**src/rtl/puzzle_pkg.sv**
```systemverilog
// Shared types and constants for the 8-puzzle slide engine and search controller.
// Board cells, blank position, depth and direction history live in an 8-bit register file.
package puzzle_pkg;

    localparam logic [1:0] DIR_UP    = 2'b00;
    localparam logic [1:0] DIR_DOWN  = 2'b01;
    localparam logic [1:0] DIR_LEFT  = 2'b10;
    localparam logic [1:0] DIR_RIGHT = 2'b11;

    localparam logic [4:0] CELL_BASE  = 5'd8;
    localparam logic [4:0] POS_ADDR   = 5'd17;
    localparam logic [4:0] DEPTH_ADDR = 5'd18;
    localparam logic [4:0] HIST_BASE  = 5'd19;
    localparam int         MAX_DEPTH  = 16;

    localparam logic [3:0] BOARD_CELLS = 4'd9;

    typedef enum logic [3:0] {
        S_IDLE,
        S_FETCH,
        S_CHECK,
        S_RD_TILE,
        S_WR_OLD,
        S_WR_NEW,
        S_WR_POS,
        S_WR_HIST,
        S_WR_DEPTH,
        S_DONE
    } state_t;

    typedef struct packed {
        logic       we;
        logic [4:0] dst;
        logic [7:0] wdata;
    } rf_wr_t;

    // Four 2-bit moves per history byte; slot k holds the move made at depth 4n+k.
    function automatic logic [7:0] hist_insert(input logic [7:0] h, input logic [1:0] k,
                                               input logic [1:0] d);
        logic [7:0] r;
        r = h;
        r[{k, 1'b0} +: 2] = d;
        return r;
    endfunction

endpackage

```
**src/rtl/puzzle_slide_engine_if.sv**
```systemverilog
// Command and register-file bus of the slide engine.
// master = engine side, slave = search controller / register file side.
interface puzzle_slide_engine_if;
    logic       start;
    logic [1:0] dir;
    logic       busy;
    logic       done;
    logic       illegal;
    logic [4:0] rf_src0;
    logic [4:0] rf_src1;
    logic [7:0] rf_data0;
    logic [7:0] rf_data1;
    logic [4:0] rf_dst;
    logic       rf_we;
    logic [7:0] rf_wdata;

    modport master (
        input  start, dir, rf_data0, rf_data1,
        output busy, done, illegal, rf_src0, rf_src1, rf_dst, rf_we, rf_wdata
    );

    modport slave (
        output start, dir, rf_data0, rf_data1,
        input  busy, done, illegal, rf_src0, rf_src1, rf_dst, rf_we, rf_wdata
    );
endinterface

```
**src/rtl/slide_legal.sv**
```systemverilog
// Geometry check for one blank move on the 3x3 board; also used for search pruning.
module slide_legal
    import puzzle_pkg::*;
(
    input  logic [3:0] pos,
    input  logic [1:0] dir,
    output logic       legal,
    output logic [3:0] newpos
);
    logic [1:0] row;
    logic [1:0] col;

    always_comb begin
        row = 2'd0;
        col = 2'd0;
        case (pos)
            4'd0: begin row = 2'd0; col = 2'd0; end
            4'd1: begin row = 2'd0; col = 2'd1; end
            4'd2: begin row = 2'd0; col = 2'd2; end
            4'd3: begin row = 2'd1; col = 2'd0; end
            4'd4: begin row = 2'd1; col = 2'd1; end
            4'd5: begin row = 2'd1; col = 2'd2; end
            4'd6: begin row = 2'd2; col = 2'd0; end
            4'd7: begin row = 2'd2; col = 2'd1; end
            4'd8: begin row = 2'd2; col = 2'd2; end
            default: begin row = 2'd0; col = 2'd0; end
        endcase
    end

    always_comb begin
        legal  = (pos < BOARD_CELLS);
        newpos = pos;
        case (dir)
            DIR_UP:    begin legal = legal && (row != 2'd0); newpos = pos - 4'd3; end
            DIR_DOWN:  begin legal = legal && (row != 2'd2); newpos = pos + 4'd3; end
            DIR_LEFT:  begin legal = legal && (col != 2'd0); newpos = pos - 4'd1; end
            default:   begin legal = legal && (col != 2'd2); newpos = pos + 4'd1; end
        endcase
    end
endmodule

```
**src/rtl/puzzle_slide_engine.sv**
```systemverilog
// Executes one 8-puzzle slide per start: fetch, check, read tile/history, five byte writes.
// All outputs are registered and reflect the state currently occupied.
module puzzle_slide_engine
    import puzzle_pkg::*;
#(
    parameter logic [4:0] CELL_BASE  = puzzle_pkg::CELL_BASE,
    parameter logic [4:0] POS_ADDR   = puzzle_pkg::POS_ADDR,
    parameter logic [4:0] DEPTH_ADDR = puzzle_pkg::DEPTH_ADDR,
    parameter logic [4:0] HIST_BASE  = puzzle_pkg::HIST_BASE,
    parameter int         MAX_DEPTH  = puzzle_pkg::MAX_DEPTH
) (
    input  logic                         clk,
    input  logic                         rst_n,
    puzzle_slide_engine_if.master        bus
);
    state_t     state;
    logic [1:0] dir_q;
    logic [3:0] pos_q;
    logic [3:0] newpos_q;
    logic [7:0] depth_q;
    logic [7:0] hist_q;
    logic       busy_q;
    logic       done_q;
    logic       illegal_q;
    logic [4:0] src0_q;
    logic [4:0] src1_q;
    rf_wr_t     wr_q;

    logic       mv_legal;
    logic [3:0] mv_newpos;
    logic [4:0] hist_addr;

    slide_legal u_legal (
        .pos    (pos_q),
        .dir    (dir_q),
        .legal  (mv_legal),
        .newpos (mv_newpos)
    );

    assign hist_addr = HIST_BASE + 5'(depth_q[7:2]);

    always_ff @(posedge clk) begin
        if (!rst_n) begin
            state     <= S_IDLE;
            dir_q     <= '0;
            pos_q     <= '0;
            newpos_q  <= '0;
            depth_q   <= '0;
            hist_q    <= '0;
            busy_q    <= 1'b0;
            done_q    <= 1'b0;
            illegal_q <= 1'b0;
            src0_q    <= '0;
            src1_q    <= '0;
            wr_q      <= '0;
        end else begin
            // Strobes and addresses default low; each state sets what the next state shows.
            busy_q    <= 1'b1;
            done_q    <= 1'b0;
            illegal_q <= 1'b0;
            src0_q    <= '0;
            src1_q    <= '0;
            wr_q      <= '0;
            case (state)
                S_IDLE: begin
                    busy_q <= 1'b0;
                    if (bus.start) begin
                        dir_q  <= bus.dir;
                        busy_q <= 1'b1;
                        src0_q <= POS_ADDR;
                        src1_q <= DEPTH_ADDR;
                        state  <= S_FETCH;
                    end
                end
                S_FETCH: begin
                    pos_q   <= bus.rf_data0[3:0];
                    depth_q <= bus.rf_data1;
                    state   <= S_CHECK;
                end
                S_CHECK: begin
                    if (!mv_legal || (depth_q >= 8'(MAX_DEPTH))) begin
                        done_q    <= 1'b1;
                        illegal_q <= 1'b1;
                        state     <= S_DONE;
                    end else begin
                        newpos_q <= mv_newpos;
                        src0_q   <= CELL_BASE + 5'(mv_newpos);
                        src1_q   <= hist_addr;
                        state    <= S_RD_TILE;
                    end
                end
                S_RD_TILE: begin
                    hist_q <= bus.rf_data1;
                    wr_q   <= '{we: 1'b1, dst: CELL_BASE + 5'(pos_q), wdata: bus.rf_data0};
                    state  <= S_WR_OLD;
                end
                S_WR_OLD: begin
                    wr_q  <= '{we: 1'b1, dst: CELL_BASE + 5'(newpos_q), wdata: 8'h00};
                    state <= S_WR_NEW;
                end
                S_WR_NEW: begin
                    wr_q  <= '{we: 1'b1, dst: POS_ADDR, wdata: {4'h0, newpos_q}};
                    state <= S_WR_POS;
                end
                S_WR_POS: begin
                    wr_q  <= '{we: 1'b1, dst: hist_addr,
                               wdata: hist_insert(hist_q, depth_q[1:0], dir_q)};
                    state <= S_WR_HIST;
                end
                S_WR_HIST: begin
                    wr_q  <= '{we: 1'b1, dst: DEPTH_ADDR, wdata: depth_q + 8'd1};
                    state <= S_WR_DEPTH;
                end
                S_WR_DEPTH: begin
                    done_q <= 1'b1;
                    state  <= S_DONE;
                end
                S_DONE: begin
                    busy_q <= 1'b0;
                    state  <= S_IDLE;
                end
                default: begin
                    busy_q <= 1'b0;
                    state  <= S_IDLE;
                end
            endcase
        end
    end

    assign bus.busy     = busy_q;
    assign bus.done     = done_q;
    assign bus.illegal  = illegal_q;
    assign bus.rf_src0  = src0_q;
    assign bus.rf_src1  = src1_q;
    assign bus.rf_we    = wr_q.we;
    assign bus.rf_dst   = wr_q.dst;
    assign bus.rf_wdata = wr_q.wdata;
endmodule

```
**src/flat_wrapper.sv**
```systemverilog
// flat-port wrapper written by rule: the top's interface ports become plain ports
module puzzle_slide_engine_flat import puzzle_pkg::*;
#(
    parameter logic [4:0] CELL_BASE  = puzzle_pkg::CELL_BASE,
    parameter logic [4:0] POS_ADDR   = puzzle_pkg::POS_ADDR,
    parameter logic [4:0] DEPTH_ADDR = puzzle_pkg::DEPTH_ADDR,
    parameter logic [4:0] HIST_BASE  = puzzle_pkg::HIST_BASE,
    parameter int         MAX_DEPTH  = puzzle_pkg::MAX_DEPTH
)
  (clk, rst_n, bus_start, bus_dir, bus_rf_data0, bus_rf_data1, bus_busy, bus_done, bus_illegal, bus_rf_src0, bus_rf_src1, bus_rf_dst, bus_rf_we, bus_rf_wdata);
  puzzle_slide_engine_if bus_i ();
  input  logic clk;
  input  logic rst_n;
  input wire logic [$bits(bus_i.start)-1:0] bus_start;
  input wire logic [$bits(bus_i.dir)-1:0] bus_dir;
  input wire logic [$bits(bus_i.rf_data0)-1:0] bus_rf_data0;
  input wire logic [$bits(bus_i.rf_data1)-1:0] bus_rf_data1;
  output wire logic [$bits(bus_i.busy)-1:0] bus_busy;
  output wire logic [$bits(bus_i.done)-1:0] bus_done;
  output wire logic [$bits(bus_i.illegal)-1:0] bus_illegal;
  output wire logic [$bits(bus_i.rf_src0)-1:0] bus_rf_src0;
  output wire logic [$bits(bus_i.rf_src1)-1:0] bus_rf_src1;
  output wire logic [$bits(bus_i.rf_dst)-1:0] bus_rf_dst;
  output wire logic [$bits(bus_i.rf_we)-1:0] bus_rf_we;
  output wire logic [$bits(bus_i.rf_wdata)-1:0] bus_rf_wdata;
  assign bus_i.start = bus_start;
  assign bus_i.dir = bus_dir;
  assign bus_i.rf_data0 = bus_rf_data0;
  assign bus_i.rf_data1 = bus_rf_data1;
  assign bus_busy = bus_i.busy;
  assign bus_done = bus_i.done;
  assign bus_illegal = bus_i.illegal;
  assign bus_rf_src0 = bus_i.rf_src0;
  assign bus_rf_src1 = bus_i.rf_src1;
  assign bus_rf_dst = bus_i.rf_dst;
  assign bus_rf_we = bus_i.rf_we;
  assign bus_rf_wdata = bus_i.rf_wdata;
  puzzle_slide_engine #(.CELL_BASE(CELL_BASE), .POS_ADDR(POS_ADDR), .DEPTH_ADDR(DEPTH_ADDR), .HIST_BASE(HIST_BASE), .MAX_DEPTH(MAX_DEPTH)) u_core (.clk(clk), .rst_n(rst_n), .bus(bus_i));
endmodule
```
**config.mk**
```make
export PLATFORM = sky130hd
export DESIGN_NAME = puzzle_slide_engine_flat
export DESIGN_NICKNAME = d
export VERILOG_FILES = /design/src/rtl/puzzle_pkg.sv /design/src/rtl/puzzle_slide_engine_if.sv /design/src/rtl/slide_legal.sv /design/src/rtl/puzzle_slide_engine.sv /design/src/flat_wrapper.sv
export SDC_FILE = /design/constraint.sdc
export NUM_CORES = 1
export LEC_CHECK = 0
export BUFFER_PORTS_ARGS = -buffer_cell sky130_fd_sc_hd__buf_2
export CAP_MARGIN = 10
export CORE_UTILIZATION = 40
export DETAILED_ROUTE_END_ITERATION = 7
export GPL_TIMING_DRIVEN = 0
export PLACE_DENSITY = 0.65
export SYNTH_ARGS = -nofsm -noshare
export SYNTH_HDL_FRONTEND = slang
export SYNTH_SLANG_ARGS = --single-unit
```
**constraint.sdc**
```tcl
create_clock -name clk -period 2.09 [get_ports clk]
set_clock_uncertainty 0.15 [all_clocks]
set_input_delay 0.3135 -clock clk [delete_from_list [all_inputs] [get_ports clk]]
set_output_delay 0.3135 -clock clk [all_outputs]
set_load 0.01 [all_outputs]
```
; Word level (Yosys, flattened, before mapping)
; Memory sizes are Yosys's and may differ from the RTL's. A register that Yosys moved wholly into a read port is not among the register bits.
; Index checks and enable logic that the tools add are counted.
[op_classes]
add_sub_neg = 10
magnitude_cmp = 2
n_eq_ne = 13
shift = 2
muxes = 19
bitwise_logic = 1
n_reduce_logical = 14
[op_table]
columns = op, count
row1 = 14-bit one-hot mux with 5 select lines, 1
row2 = 4-bit one-hot mux with 9 select lines, 1
row3 = 5-bit two-way mux, 4
row4 = 5-bit one-hot mux with 2 select lines, 2
row5 = 4-bit by 3-bit == test with 1-bit output (second input constant), 4
row6 = 4-bit two-way mux, 4
row7 = 4-bit by 4-bit adder with 5-bit output (first input constant), 3
row8 = 4-bit one-hot mux with 3 select lines, 1
row9 = 8-bit by 1-bit adder with 8-bit output (second input constant), 1
row10 = 8-bit bitwise mux, 1
row11 = 4-bit by 2-bit == test with 1-bit output (second input constant), 2
row12 = 8-bit by 5-bit >= comparator with 1-bit output (second input constant), 1
row13 = 8-bit OR reduction, 1
row14 = 2-bit by 5-bit variable shift with 8-bit output (first input constant), 1
row15 = 2-bit by 5-bit indexed part select with 8-bit output, 1
row16 = 2-bit != test (second input constant), 3
row17 = 2-bit AND reduction, 3
row18 = 5-bit adder (first input constant), 1
row19 = 3-bit negator with 5-bit output, 1
row20 = 4-bit by 1-bit adder with 4-bit output (second input constant), 1
row21 = 4-bit by 2-bit adder with 4-bit output (second input constant), 1
row22 = 4-bit by 1-bit == test with 1-bit output (second input constant), 1
row23 = 4-bit == test (second input constant), 1
row24 = 1-bit logical AND, 4
row25 = 14 further kinds, 17
[word_totals]
reg_bits = 57
mem_bits_ro = 64
inputBits = 21
output_inout_bits = 27
elab_cells = 76
n_memories = 1
[mem_list]
columns = name, depth, width, read_ports, rd_clocked_by_memory_dff, wr, line
row1 = (no name shown), 16, 4, 1, 1, 0, slide_legal.sv:16  ; case (pos)

; Longest topological paths before layout
[depth]
ltp_word = 7
ltp_mapped = 9
depth_no_buf = 7

; Modules after synthesis
; A second synthesis with hierarchy kept.
[unflattened]
hier_cells = 360
area_unflattened_um2 = 3081.7
[by_module_without_submodules]
columns = module, n_inst, cells_each, area_each_um2, seq_area_each_um2
row1 = puzzle_slide_engine, 1, 317, 2706.3, 1141.1
row2 = slide_legal, 1, 43, 375.4, 0.0

; Worst setup path after synthesis
; Ideal clock, no wire load.
[synth_path]
kind = register -> register
from = reg u_core.state[1]
to = reg, netlist name u_core.u_legal.col[0]
setup_ns = 0.070
arrival_time_ns = 1.911
required_ns = 1.870
path_slack_ns = -0.041
stages_incl_launch_ff = 10
n_path_buf = 2
period_less_slack_ns = 2.131
cell_sequence = dfxtp_1 -> buf_4 -> or4b_1 -> buf_2 -> nand2_1 -> a21oi_1 -> inv_1 -> ha_1 -> a21bo_2 -> a21oi_1
[synth_via]
elab_chain_len = 3
[synth_lines]
columns = element, line
row1 = start: declaration, puzzle_slide_engine.sv:16  ; state_t state;
row2 = start signal: assignment, puzzle_slide_engine.sv:44  ; state <= S_IDLE;
row3 = start signal: assignment, puzzle_slide_engine.sv:72  ; state <= S_FETCH;
row4 = start signal: assignment, puzzle_slide_engine.sv:78  ; state <= S_CHECK;
row5 = 4-bit by 1-bit == test with 1-bit output, puzzle_slide_engine.sv:64  ; case (state)
row6 = 4-bit two-way mux (no source line) (2 in a row), -
; No other way between the ends.
; A chain may end at the register's enable or synchronous reset.

; Final worst setup path
[layout_path]
from = in rst_n
to = reg, netlist name u_core.u_legal.col[1]
[layout_via]
elab_chain_len = 1
[layout_lines]
columns = element, line
row1 = start: declaration, flat_wrapper.sv:13  ; input logic rst_n;
row2 = 4-bit two-way mux (no source line), -
; No other way between the ends.

==> impl_metrics.toml <==
[run_status]
status = "finished with violations"
violations = "negative setup slack"

[drt]
wl_per_cell_um = 15.9
via_per_inst = 5.39
first_iter_violations = 240
postRouteAntennaNets = 0
drc_errors = 0
num_vias = 2879
routed_wl_mm = 8.47
drt-pass1-iter-count = 5

[power]
p_leak_nw = 1.71
ir_worst_vdd_mv = 0.295
power.density_mw_per_mm2 = 672

[clock_network]
cts_max_path_buffers = 2
clock-root-buffer = "clkbuf_8"
htree_levels = 3
hold_buffers = 0
cts_sinks = 61
cts-buffers-inserted = 9
cts_tree = "built"
cts.clk_slew.worst_paths_ns = 0.07
clkLatencyLatePin_ns = 0.34

[worst_setup_path]
path_class = "in -> reg"
endpoint_kind = "flip-flop"
worst_path_max_delay_cell = "clkbuf_1"
critPathLaunchType = "input pin"
crit_chain = "clkbuf_1, inv_1, clkbuf_1, a21oi_4, inv_2, buf_4, ha_1, mux2i_1, mux2i_1"
cp.required_ns = 2.16
reg2reg_setup_slack_ns = -0.01
max_stage_delay_ns = 0.41
crit_family = "buffers and inverters"
rr_startpoint = "u_core.state[1]"
worstPathArrival_ns = 2.17
r2r_end = "u_core.u_legal.col[0]"
crit_buf_inv = 5
cp_max_fo = 10
reg2regPathDepth = 8

[logic_synthesis]
synth_nets = 392
ys.flop_type = "dfxtp_1"
synthArstFlopShare_pct = 0
ys_ff_latch = 61
yosys.cell_types.count = 59
yosysSeqAreaShare_pct = 39.5
yosys_warnings = 0
synth_edf_count = 0
synthesis.area_mm2 = 0.00309
synthCells = 352
avgSynthCellArea_um2 = 8.78

[timing]
finalSetupViolations = 3
hold_viol_final = 0
clock.fmax_mhz = 476
rsz0062_at_grt = "yes"
fin_crit_ns = 2.10
tightest_slew_ns = 0.751
relSlewSlack_pct = 49.9
whs_ns = 0.0647
report.final.slew_viol_count = 0
period_share_pct = 101
worst_slack_ns = -0.0126

[grt]
grt_max_degree = 11
grt_antenna_before_repair = 0
first_global_vias = 2530
grt_pass1_wl_mm = 12.9
use_met3_pct = 4.65
grtUsageMet2_pct = 31.2
grtUsageTotal_pct = 20.4
grt_overflow = 0
top_usage_layer = "met2"
grt_use_met1_pct = 28.2

[layout]
nets = 472
drive_gt1_share_pct = 29.9
layout_common_cells = "nand2_1 (55), dfxtp_1 (55), buf_2 (54)"
diodes = 0
area_growth_pct = 27.8
utilization_pct = 53.6

[floorplan]
die_w_um = 89.9
io_pins = 48
dieArea_mm2 = 0.00808
coreArea_mm2 = 0.00737
row_count = 31
initial_utilization_pct = 41.9
die_height_um = 89.9

[flow_run]
cap_viol_max_count = 0

[worst_hold_path]
hp-class = "in -> reg"
hp-start = "bus_dir[0]"
min_path_cells = 3
holdPathEnd = "u_core.dir_q[0]"

[placed_design]
gp_congestion = 0.938
dpl.hpwl_mm = 5.62
portBuffers = 46
area by class of cell:
type                            count  area (um^2)
Buffer                             22          141
Inverter                           16         62.6
Clock inverter                      2         10.0
Multi-Input combinational cell    252         1810
Tap cell                           99          124
Fill cell                         706         3420
Sequential cell                    61         1240
Timing Repair Buffer               70          408
Clock buffer                       12          155
worst register-to-register path, delay by kind of cell, from the launching register on:
family	cells	cell delay [ns]
AOI/OAI and AO/OA	3	0.40
DFF	1	0.36
adders and majority gates	1	0.19
and+or+nand+nor	2	0.70
buffers and inverters	2	0.24
report_power, final:
group          switching [mW]  total [mW]  internal [mW]
registers              0.0470        1.26           1.21
logic                   0.256       0.474          0.218
clock network           0.446       0.924          0.478
total                   0.750        2.65           1.90
per-layer routing:
metal / part of all wire (%) / vias to the layer above
li1: - / 1393
met1: 46 / 1350
met2: 46 / 115
met3: 5.8 / 21
met4: 2.9 / 0
met5: 0 / -
state kept, by name (all words and copies together) (netlist names):
signal and count:
u_core.hist_q 8, u_core.bus.illegal 1, u_core.bus.busy 1, u_core.newpos_q 4, u_core.bus.rf_src0 5, u_core.bus.rf_dst 5
u_core.pos_q 4, u_core.u_legal.col 2, u_core.u_legal.row 2, u_core.bus.rf_we 1, u_core.depth_q 8, u_core.bus.rf_src1 5
u_core.dir_q 2, u_core.bus.rf_wdata 8, u_core.state 4, u_core.bus.done 1
metrics by stage:
stage / std cells / cell area, um^2 / worst slack (ns) / TNS [ns] / total power [mW]
floorplan: 352 / 3100 / -0.0102 / -0.0102 / 1.53
global placement: 497 / 3450 / -0.282 / -2.41 / 1.64
detailed placement: 497 / 3450 / -0.315 / -3.19 / 1.65
CTS: 517 / 3690 / -0.0353 / -0.0353 / 2.58
global route: 534 / 3950 / -0.0749 / -0.245 / 2.74
finish: 534 / 3950 / -0.0126 / -0.0277 / 2.65
cell usage after synthesis, drive strengths merged, types with 6 or more instances:
| master | count | area (um^2) |
|---|---|---|
| a21oi | 33 | 165 |
| buf | 14 | 90.1 |
| and3 | 7 | 43.8 |
| o31ai | 6 | 45.0 |
| inv | 16 | 60.1 |
| clkbuf | 9 | 33.8 |
| mux2i | 10 | 104 |
| nand2 | 57 | 214 |
| nor2 | 14 | 52.6 |
| nand3 | 6 | 30.0 |
| dfxtp | 61 | 1220 |
| o21ai | 10 | 50.0 |
| ha | 18 | 225 |
| nor2b | 7 | 43.8 |
| xnor2 | 7 | 61.3 |
worst max path at each step:
stage	startpoint	end	slack [ns]	depth (start not counted)
after CTS	u_core.state[2]	u_core.u_legal.col[0]	-0.04	8
after floorplan	u_core.state[1]	u_core.u_legal.col[0]	-0.01	9
after detailed placement	u_core.state[0]	u_core.u_legal.col[0]	-0.31	9
final	rst_n	u_core.u_legal.col[1]	-0.01	9
after global placement	u_core.state[0]	u_core.u_legal.col[0]	-0.28	9
after global routing	u_core.state[0]	u_core.u_legal.row[0]	-0.07	8
cells by family (layout without fill, tap and decap cells):
group,after synthesis,count (layout),synth area share [%]
xor gates and xnor gates,11,11,3.12
buffers and inverters,39,122,5.95
muxes,11,11,3.73
and+or+nand+nor,128,128,22.6
adders and majority gates,19,19,7.94
other,1,1,0.121
DFF,61,61,39.5
AOI/OAI and AO/OA,82,82,17.0
repair_timing:
| action | 4_1_cts | 5_1_grt |
|---|---|---|
| pin swaps | 3 | 12 |
| endpoints found under the hold margin | 0 | 0 |
| setup buffers | 7 | 16 |
| gates resized for setup | 13 | 30 |
| setup endpoints to repair | 28 | 24 |
| gates cloned | 0 | 1 |
No activity file was read; power rests on OpenSTA's default activity.
